## config.mk

```make
export PLATFORM = sky130hd
export DESIGN_NAME = mem_access_ctrl
export DESIGN_NICKNAME = d
export VERILOG_FILES = /design/src/rtl/mem_access_ctrl.sv
export SDC_FILE = /design/constraint.sdc
export NUM_CORES = 1
export LEC_CHECK = 0
export CAP_MARGIN = 5
export CORE_ASPECT_RATIO = 0.6
export CORE_MARGIN = 2
export CORE_UTILIZATION = 35
export CTS_CLUSTER_DIAMETER = 120
export DETAILED_ROUTE_END_ITERATION = 7
export GPL_ROUTABILITY_DRIVEN = 0
export HOLD_SLACK_MARGIN = 0.15
export PLACE_DENSITY = 0.77
export SETUP_SLACK_MARGIN = 0.5
export SLEW_MARGIN = 0
export SYNTH_ARGS = -nofsm -noshare
export SYNTH_HDL_FRONTEND = slang
export SYNTH_SLANG_ARGS = --single-unit
```

## constraint.sdc

```tcl
create_clock -name i_clk -period 4.4 [get_ports i_clk]
set_input_delay 0.88 -clock i_clk [delete_from_list [all_inputs] [get_ports i_clk]]
set_output_delay 0.88 -clock i_clk [all_outputs]
set_load 0.05 [all_outputs]
```

## src/rtl/mem_access_ctrl.sv

```systemverilog
// EXE/MEM load/store controller: drives a req/ack data-memory bus with big-endian
// byte enables and lane-aligned store data, stalling the pipeline until the access completes.
module mem_access_ctrl #(
  parameter int unsigned TIMEOUT = 255
) (
  input  logic        i_clk,
  input  logic        i_rst_n,
  input  logic        i_valid,
  input  logic [5:0]  i_instr_op,
  input  logic [31:0] i_addr,
  input  logic [31:0] i_reg_data,
  output logic        o_stall,
  output logic        o_done,
  output logic [31:0] o_rdata,
  output logic [1:0]  o_addr_lo,
  output logic [5:0]  o_op,
  output logic        o_addr_err,
  output logic        o_bus_err,
  output logic        o_mem_req,
  output logic        o_mem_we,
  output logic [31:0] o_mem_addr,
  output logic [3:0]  o_mem_be,
  output logic [31:0] o_mem_wdata,
  input  logic        i_mem_ack,
  input  logic [31:0] i_mem_rdata
);

  localparam logic [5:0] OP_LB  = 6'h20;
  localparam logic [5:0] OP_LH  = 6'h21;
  localparam logic [5:0] OP_LWL = 6'h22;
  localparam logic [5:0] OP_LW  = 6'h23;
  localparam logic [5:0] OP_LBU = 6'h24;
  localparam logic [5:0] OP_LHU = 6'h25;
  localparam logic [5:0] OP_LWR = 6'h26;
  localparam logic [5:0] OP_SB  = 6'h28;
  localparam logic [5:0] OP_SH  = 6'h29;
  localparam logic [5:0] OP_SWL = 6'h2A;
  localparam logic [5:0] OP_SW  = 6'h2B;
  localparam logic [5:0] OP_SWR = 6'h2E;

  typedef enum logic [1:0] {S_IDLE, S_REQ, S_DONE} state_t;

  state_t      state_q;
  logic [15:0] cnt_q;
  logic        done_q, bus_err_q, req_q, we_q;
  logic [31:0] rdata_q, maddr_q, wdata_q;
  logic [1:0]  addr_lo_q;
  logic [5:0]  op_q;
  logic [3:0]  be_q;

  logic        is_mem, is_store, misal, accept;
  logic [1:0]  off;
  logic [3:0]  be_d;
  logic [31:0] wdata_d;

  assign off = i_addr[1:0];

  always_comb begin
    is_mem   = 1'b1;
    is_store = 1'b0;
    misal    = 1'b0;
    be_d     = 4'b1111;
    wdata_d  = '0;
    unique case (i_instr_op)
      OP_LB, OP_LBU, OP_LWL, OP_LWR: ;
      OP_LH, OP_LHU: misal = i_addr[0];
      OP_LW:         misal = |off;
      OP_SB: begin
        is_store = 1'b1;
        be_d     = 4'b1000 >> off;
        wdata_d  = {4{i_reg_data[7:0]}};
      end
      OP_SH: begin
        is_store = 1'b1;
        misal    = i_addr[0];
        be_d     = i_addr[1] ? 4'b0011 : 4'b1100;
        wdata_d  = {2{i_reg_data[15:0]}};
      end
      OP_SW: begin
        is_store = 1'b1;
        misal    = |off;
        wdata_d  = i_reg_data;
      end
      // SWL fills from the addressed byte to the word end; SWR from word start up to it.
      OP_SWL: begin
        is_store = 1'b1;
        be_d     = 4'b1111 >> off;
        wdata_d  = i_reg_data >> {off, 3'b000};
      end
      OP_SWR: begin
        is_store = 1'b1;
        be_d     = 4'b1111 << ~off;
        wdata_d  = i_reg_data << {~off, 3'b000};
      end
      default: is_mem = 1'b0;
    endcase
  end

  assign accept     = (state_q == S_IDLE) && i_valid && is_mem && !misal;
  assign o_stall    = accept || (state_q == S_REQ);
  assign o_addr_err = (state_q == S_IDLE) && i_valid && is_mem && misal;

  always_ff @(posedge i_clk) begin
    if (!i_rst_n) begin
      state_q   <= S_IDLE;
      cnt_q     <= '0;
      done_q    <= 1'b0;
      bus_err_q <= 1'b0;
      req_q     <= 1'b0;
      we_q      <= 1'b0;
      rdata_q   <= '0;
      maddr_q   <= '0;
      wdata_q   <= '0;
      be_q      <= '0;
      addr_lo_q <= '0;
      op_q      <= '0;
    end else begin
      unique case (state_q)
        S_IDLE: begin
          done_q    <= 1'b0;
          bus_err_q <= 1'b0;
          if (accept) begin
            req_q     <= 1'b1;
            we_q      <= is_store;
            maddr_q   <= {i_addr[31:2], 2'b00};
            be_q      <= be_d;
            wdata_q   <= wdata_d;
            addr_lo_q <= off;
            op_q      <= i_instr_op;
            cnt_q     <= '0;
            state_q   <= S_REQ;
          end
        end
        S_REQ: begin
          // Ack is tested first so an ack on the final timeout cycle still completes cleanly.
          if (i_mem_ack) begin
            req_q   <= 1'b0;
            rdata_q <= we_q ? '0 : i_mem_rdata;
            done_q  <= 1'b1;
            state_q <= S_DONE;
          end else if (cnt_q == 16'(TIMEOUT - 1)) begin
            req_q     <= 1'b0;
            rdata_q   <= '0;
            bus_err_q <= 1'b1;
            done_q    <= 1'b1;
            state_q   <= S_DONE;
          end else begin
            cnt_q <= cnt_q + 16'd1;
          end
        end
        S_DONE: begin
          done_q    <= 1'b0;
          bus_err_q <= 1'b0;
          state_q   <= S_IDLE;
        end
        default: state_q <= S_IDLE;
      endcase
    end
  end

  assign o_done      = done_q;
  assign o_bus_err   = bus_err_q;
  assign o_rdata     = rdata_q;
  assign o_addr_lo   = addr_lo_q;
  assign o_op        = op_q;
  assign o_mem_req   = req_q;
  assign o_mem_we    = we_q;
  assign o_mem_addr  = maddr_q;
  assign o_mem_be    = be_q;
  assign o_mem_wdata = wdata_q;

endmodule
```

==> key figures, run 1 <==
Power
  • Pwr dens: roughly 340 nW/um2
  • Sequential power share: about two fifths
  • Combinational share of power: 12.5%
  • Clock power frac: 47.7%
  • Total power: roughly 3000 uW
  • NetSw: 745 uW
  • Switching portion of total power: about a quarter
  • Peak VDD IR: roughly 0.21 mV
  • Int Pwr: approximately 2200 uW
  • Leakage power: ~0.0030 uW

Global route
  • Total gr overflow: 0
  • Tot GR Track Use: between 20% and 30%
  • First-pass GRT wire length: between 20000 and 30000 um
  • Largest net degree at the start of global routing: 50
  • Number of global-route vias before repair: between 5000 and 6000
  • Initial antenna violation count: 0

Yosys
  • Synth Flop Type: dfxtp_1
  • Top cells by area, synth: dfxtp_1 (45%), nand2_1 (8.8%), a22o_1 (5.2%), a21oi_1 (4.7%), o21ai_0 (4.6%)
  • Synthesized area: about 5700 um2
  • Post-synthesis sequential area ratio: between 40% and 50%
  • Post-Syn Instances: ~670
  • Synthesized area per cell: ~8.6 um2
  • Top cell type's share of synthesized area: around 45%
  • #FFs+latches synth: 128
  • Syn. warnings: 0
  • Area leader, netlist: dfxtp_1
  • Post-synth EDFFs: 0
  • Distinct cells, synth: 56
  • Ys async rst share: 0%

Route
  • Post-Route WL: approximately 19000 um
  • Number of remaining DRC errors: 0
  • Via count: 5951
  • Pre-antenna DRT Iters: 7
  • Antenna Nets Post-Route: 0
  • Vias per inst: ~5.4
  • Starting DRT DRC Count: between 400 and 500
  • Drt wl/cell: approximately 18 um

Critical path
  • Buf+Inv Stages, Crit Path: 3
  • CP Max Fanout: 19
  • Req. time, crit path: about 3500 ps
  • Slowest Stage Delay on Critical Path: 470 ps
  • Critical Path End Type: output pin
  • CP Launch Point: i_instr_op[1]
  • Reg2Reg Depth: 6
  • Top delay family on crit path: buffers and inverters
  • CP max stage cell: a2111oi_4
  • R2R Setup Slk: approximately 2000 ps
  • Reg-to-reg endpoint: cnt_q[9]
  • Critical path arrival: ~2800 ps
  • Critical path class: primary input to output pin
  • CP Launch Type: primary input
  • Reg2Reg Launch Point: state_q[1]
  • CP Cell Sequence: clkdlybuf4s50_1, buf_4, mux2_4, a2111oi_4, nor2b_1, buf_12

Hold path
  • Worst hold stages: 2
  • Min-Delay Endpoint: o_mem_wdata[1]
  • HP Start: o_mem_wdata[1]
  • HP Class: register to register

Floorplan
  • Die area: ~18000 um2
  • Die span in y: roughly 100 um
  • Core ar.: between 15000 and 20000 um2
  • Die width: 169 um
  • Row count: 36
  • Initial Util: a little over a third
  • I/O pin cnt: 220

STA
  • Rel. slew slack: around a quarter
  • Setup_tns: 0 ps
  • RSZ-0062 raised after global routing: false
  • Fin crit share: between 80% and 90%
  • Slew of the pin with the lowest slew margin: 1120 ps
  • Fin crit period: 3690 ps
  • Final setup vio count: 0
  • Slew Limit Fails: 0
  • Max Clock Skew: 11.7 ps
  • Max Freq: roughly 270 MHz
  • Fin Hold WS: roughly 450 ps
  • Hold violation count in the final report: 0
  • Final WS setup: slightly above 700 ps

Clocking
  • Setup Buffers After CTS: 0
  • Clock sinks: about 130
  • CTS H-tree depth: 4
  • Max clock buf depth: 2
  • CTS root buf: clkbuf_16
  • CTS Buf Count: 17
  • CTS tree: built
  • Reg clk slew, reported paths: about 50 ps
  • Clk_lat worst skew: 410 ps

Finish
  • Commonest non-fill, non-tap cell in the layout: clkdlybuf4s50_1
  • Commonest non-fill, non-tap cells in the layout: clkdlybuf4s50_1 (214), nand2_1 (135), dfxtp_1 (128), o21ai_0 (53), a21oi_1 (53)
  • N_diodes: 0
  • Final net count: 980
  • Area growth syn-to-layout: 51.8%
  • Final Util: ~54%
  • Share of cells above drive strength 1: 8.14%

Place
  • Dpl ws: approximately 650 ps
  • Buffers added on ports: 217
  • Post-DP HPWL: 13900 um

Outcome
  • Status: finished, final reports clean

Job
  • Max Cap Viol: 0
[cell usage after synthesis (5+ instances only)]
| library cell | n |
|---|---|
| a21oi_1 | 54 |
| a221oi_1 | 15 |
| a222oi_1 | 8 |
| a22o_1 | 34 |
| a22oi_1 | 10 |
| a32oi_1 | 6 |
| and2_1 | 6 |
| and3_1 | 5 |
| buf_1 | 5 |
| clkbuf_1 | 45 |
| dfxtp_1 | 128 |
| mux2i_1 | 15 |
| mux4_2 | 7 |
| nand2_1 | 135 |
| nand3_1 | 8 |
| nor2_1 | 35 |
| nor2b_1 | 8 |
| nor3_1 | 12 |
| nor4_1 | 5 |
| o21ai_0 | 53 |
| or4_1 | 6 |
[layout make-up]
class | instances | area, um2
repair buffers | 235 | 2330
flip-flops and latches | 128 | 2560
multi-input cells | 485 | 2960
inverters | 5 | 18.8
well taps | 209 | 262
clock buffers | 18 | 429
clock inverters | 13 | 163
fillers | 1439 | 7440
[stage by stage]
step	area (um2)	cells
6_report	8730	1093
5_1_grt	8730	1093
4_1_cts	8720	1093
3_5_place_dp	8130	1062
3_3_place_gp	8130	1062
2_1_floorplan	5750	673
[logic make-up (layout without fill, tap and decap cells)]
| kind of cell | count (synthesis) | after routing | synth area share (%) |
|---|---|---|---|
| and+or+nand+nor | 243 | 243 | 19.2 |
| AOI/OAI and AO/OA | 211 | 211 | 25.2 |
| DFF | 128 | 128 | 44.6 |
| buffers and inverters | 60 | 271 | 4.11 |
| muxes | 27 | 27 | 6.40 |
| adders and majority gates | 2 | 2 | 0.435 |
| other | 1 | 2 | 0.0652 |
[worst max-delay path by stage]
stage                 endpoint  cells after the start
detailed placement     o_stall                      6
CTS                    o_stall                      6
global placement       o_stall                      6
floorplan           o_addr_err                      4
global route           o_stall                      7
finish              o_addr_err                      6
[power groups by stage]
stage / logic, uW / registers [uW] / clock network, uW
after detailed placement: 370 / 1210 / 0
final: 374 / 1180 / 1420
after global routing: 397 / 1190 / 1500
after CTS: 372 / 1180 / 1440
after global placement: 368 / 1210 / 0
after floorplan: 134 / 1260 / 0
[per-layer routing]
layer	share of wire (%)	global-route usage, %	up-vias	wire, um
met4	1.1	6.77	0	203
li1	-	-	2860	-
met2	44	31.3	273	8350
met3	10	8.03	21	1920
met1	45	29.4	2797	8670
met5	0	0	-	0
[what timing repair did]
action | CTS | global route
hold buffers | 0 | 0
setup endpoints to repair | 0 | 1
gates resized for setup | 0 | 1
[sequential cells by signal, summed over array words and instances (netlist names)]
signal,count
state_q,2
o_op,6
o_bus_err,1
o_mem_be,4
o_addr_lo,2
o_mem_req,1
o_done,1
cnt_q,16
o_mem_addr,30
o_mem_we,1
o_rdata,32
o_mem_wdata,32
[tightest hold or removal path, stage by stage (launching register included)]
cell and delay (ps):
dfxtp_1 320, nand2_1 40, o21ai_0 50
(Power assumes the default switching activity.)
==> inputs of run 2 (changes only) <==
--- a/config.mk
+++ b/config.mk
@@ -13,7 +13,7 @@
 export DETAILED_ROUTE_END_ITERATION = 7
 export GPL_ROUTABILITY_DRIVEN = 0
 export HOLD_SLACK_MARGIN = 0.15
-export PLACE_DENSITY = 0.77
+export PLACE_DENSITY = 0.8
 export SETUP_SLACK_MARGIN = 0.5
 export SLEW_MARGIN = 0
 export SYNTH_ARGS = -nofsm -noshare
==> constraint.sdc (replaced) <==
create_clock -name i_clk -period 3.06 [get_ports i_clk]
set_input_delay 0.612 -clock i_clk [delete_from_list [all_inputs] [get_ports i_clk]]
set_output_delay 0.612 -clock i_clk [all_outputs]
set_load 0.05 [all_outputs]
==> key figures, run 2 (synthesized netlist as in run 1, its figures left out) <==
Outcome
  • Status: finished, final reports clean (unchanged)

Clocking
  • CTS Buf Count: 17 (unchanged)
  • CTS tree: built (unchanged)
  • Reg clk slew, reported paths: 60 ps (was 50 ps)
  • Post-CTS Hold Buffers: 0 (unchanged)
  • Clk_lat worst skew: 410 ps (about the same)
  • Max clock buf depth: 2 (unchanged)
  • Clock sinks: 128 (unchanged)
  • CTS root buf: clkbuf_16 (unchanged)
  • CTS H-tree depth: 4 (unchanged)

Floorplan
  • Die span in y: 103 um (unchanged)
  • I/O pin cnt: 220 (unchanged)
  • Die width: 169 um (unchanged)
  • Initial Util: 35.6% (unchanged)
  • Core ar.: 16200 um2 (unchanged)
  • Row count: 36 (unchanged)
  • Die area: 17500 um2 (unchanged)

Power
  • Switching portion of total power: 26.3% (was 25.0%)
  • Leakage power: 0.00313 uW (was 0.00302 uW)
  • Int Pwr: 3160 uW (was 2230 uW)
  • Combinational share of power: 13.2% (was 12.5%)
  • Total power: 4290 uW (was 2980 uW)
  • Peak VDD IR: 0.435 mV (was 0.214 mV)
  • Pwr dens: 480 nW/um2 (was 341 nW/um2)
  • Sequential power share: 39.7% (was 39.8%)
  • NetSw: 1130 uW (was 745 uW)
  • Clock power frac: 47.2% (was 47.7%)

Route
  • Number of remaining DRC errors: 0 (unchanged)
  • Drt wl/cell: 17.7 um (was 17.5 um)
  • Antenna Nets Post-Route: 0 (unchanged)
  • Vias per inst: 5.44 (about the same)
  • Starting DRT DRC Count: 568 (was 489)
  • Post-Route WL: 19600 um (was 19200 um)
  • Pre-antenna DRT Iters: 7 (unchanged)
  • Via count: 6040 (was 5951)

Critical path
  • CP Launch Type: primary input (unchanged)
  • Req. time, crit path: 2450 ps (was 3520 ps)
  • Critical path class: primary input to output pin (unchanged)
  • Critical Path End Type: output pin (unchanged)
  • Reg2Reg Depth: 6 (unchanged)
  • Critical path arrival: 1890 ps (was 2810 ps)
  • CP Max Fanout: 4 (was 19)

Hold path
  • Worst hold stages: 2 (unchanged)
  • HP Class: register to register (unchanged)

Finish
  • Area growth syn-to-layout: 55.4% (was 51.8%)
  • Final Instance Area: 8930 um2 (was 8730 um2)
  • N_diodes: 0 (unchanged)
  • Final net count: 997 (was 980)
  • Share of cells above drive strength 1: 11.4% (was 8.14%)
  • Commonest non-fill, non-tap cell in the layout: clkdlybuf4s50_1 (unchanged)
  • Commonest non-fill, non-tap cells in the layout: clkdlybuf4s50_1 (207), nand2_1 (133), dfxtp_1 (128), a21oi_1 (53), o21ai_0 (52) (was clkdlybuf4s50_1 (214), nand2_1 (135), dfxtp_1 (128), o21ai_0 (53), a21oi_1 (53))
  • Final Util: 55.2% (was 54.0%)

STA
  • Fin crit share: between 80% and 90%
  • Hold violation count in the final report: 0 (unchanged)
  • Setup_tns: 0 ps (unchanged)
  • Max Freq: approximately 400 MHz
  • Max Clock Skew: 12.3 ps (was 11.7 ps)
  • Slew Limit Fails: 0 (unchanged)
  • Final setup vio count: 0 (unchanged)
  • Final WS setup: 553 ps (was 705 ps)
  • Fin crit period: about 2500 ps
  • Slew of the pin with the lowest slew margin: 905 ps (was 1120 ps)
  • RSZ-0062 raised after global routing: true (was false)
  • Rel. slew slack: 39.5% (was 24.9%)

Global route
  • Initial antenna violation count: 0 (unchanged)
  • Global route hottest layer: met2 (unchanged)
  • Largest net degree at the start of global routing: 50 (unchanged)
  • GR Util met2: 30.2% (was 31.3%)
  • First-pass GRT wire length: 29500 um (was 29400 um)
  • Met3 GRT Util: 8.30% (was 8.03%)
  • Met1 usage: 30.2% (was 29.4%)
  • Number of global-route vias before repair: 5426 (was 5541)
  • Total gr overflow: 0 (unchanged)
  • Tot GR Track Use: 21.4% (about the same)

Place
  • Post-placement cell area: 8260 um2 (was 8130 um2)
  • Post-DP HPWL: 14000 um (was 13900 um)
  • Dpl ws: -117 ps (was 647 ps)
  • Buffers added on ports: 217 (unchanged)

Job
  • Max Cap Viol: 0 (unchanged)
==> run 2: power groups by stage <==
| stage | clock network (uW) | registers (uW) | logic (uW) |
|---|---|---|---|
| detailed placement | 0 | 1740 | 546 |
| global route | 2140 | 1700 | 598 |
| finish | 2030 | 1700 | 565 |
| global placement | 0 | 1740 | 541 |
| floorplan | 0 | 1820 | 196 |
| CTS | 2070 | 1700 | 552 |
==> run 2: metrics by stage <==
stage               hold slack [ps]  std cells
floorplan                       455        673
global placement                435       1073
detailed placement              444       1073
CTS                             453       1107
global route                    465       1111
finish                          452       1111
==> run 2: final timing paths <==
kind                  start             end  slack, ps
max                 i_valid      o_addr_err        550
max reg2reg      state_q[1]       cnt_q[11]        790
min          o_mem_addr[20]  o_mem_addr[20]        450
min reg2reg  o_mem_addr[20]  o_mem_addr[20]        450
==> run 2: final cells by class <==
| class | count | area (um2) |
|---|---|---|
| tap | 209 | 262 |
| sequential | 128 | 2560 |
| fill | 1439 | 7240 |
| clock buffer | 18 | 429 |
| timing repair buffer | 252 | 2490 |
| clock inverter | 14 | 158 |
| inverter | 5 | 18.8 |
| multi-input combinational | 485 | 3020 |
==> run 2: worst max-delay path, cell delays in order <==
cell and delay, ps:
dlygate4sd2_1 190, or3b_4 400, a2111oi_4 310, nor2b_4 240, buf_12 140
==> run 2: metal layers <==
layer | wire, um | up-vias
li1 | - | 2888
met1 | 8950 | 2829
met2 | 8270 | 294
met3 | 2070 | 29
met4 | 315 | 0
met5 | 0 | -
==> run 2: what timing repair did <==
action	CTS	global route
buffers inserted	2	3
cloned	0	1
pin swaps	1	3
setup endpoints to repair	15	15
gates resized for setup	18	13
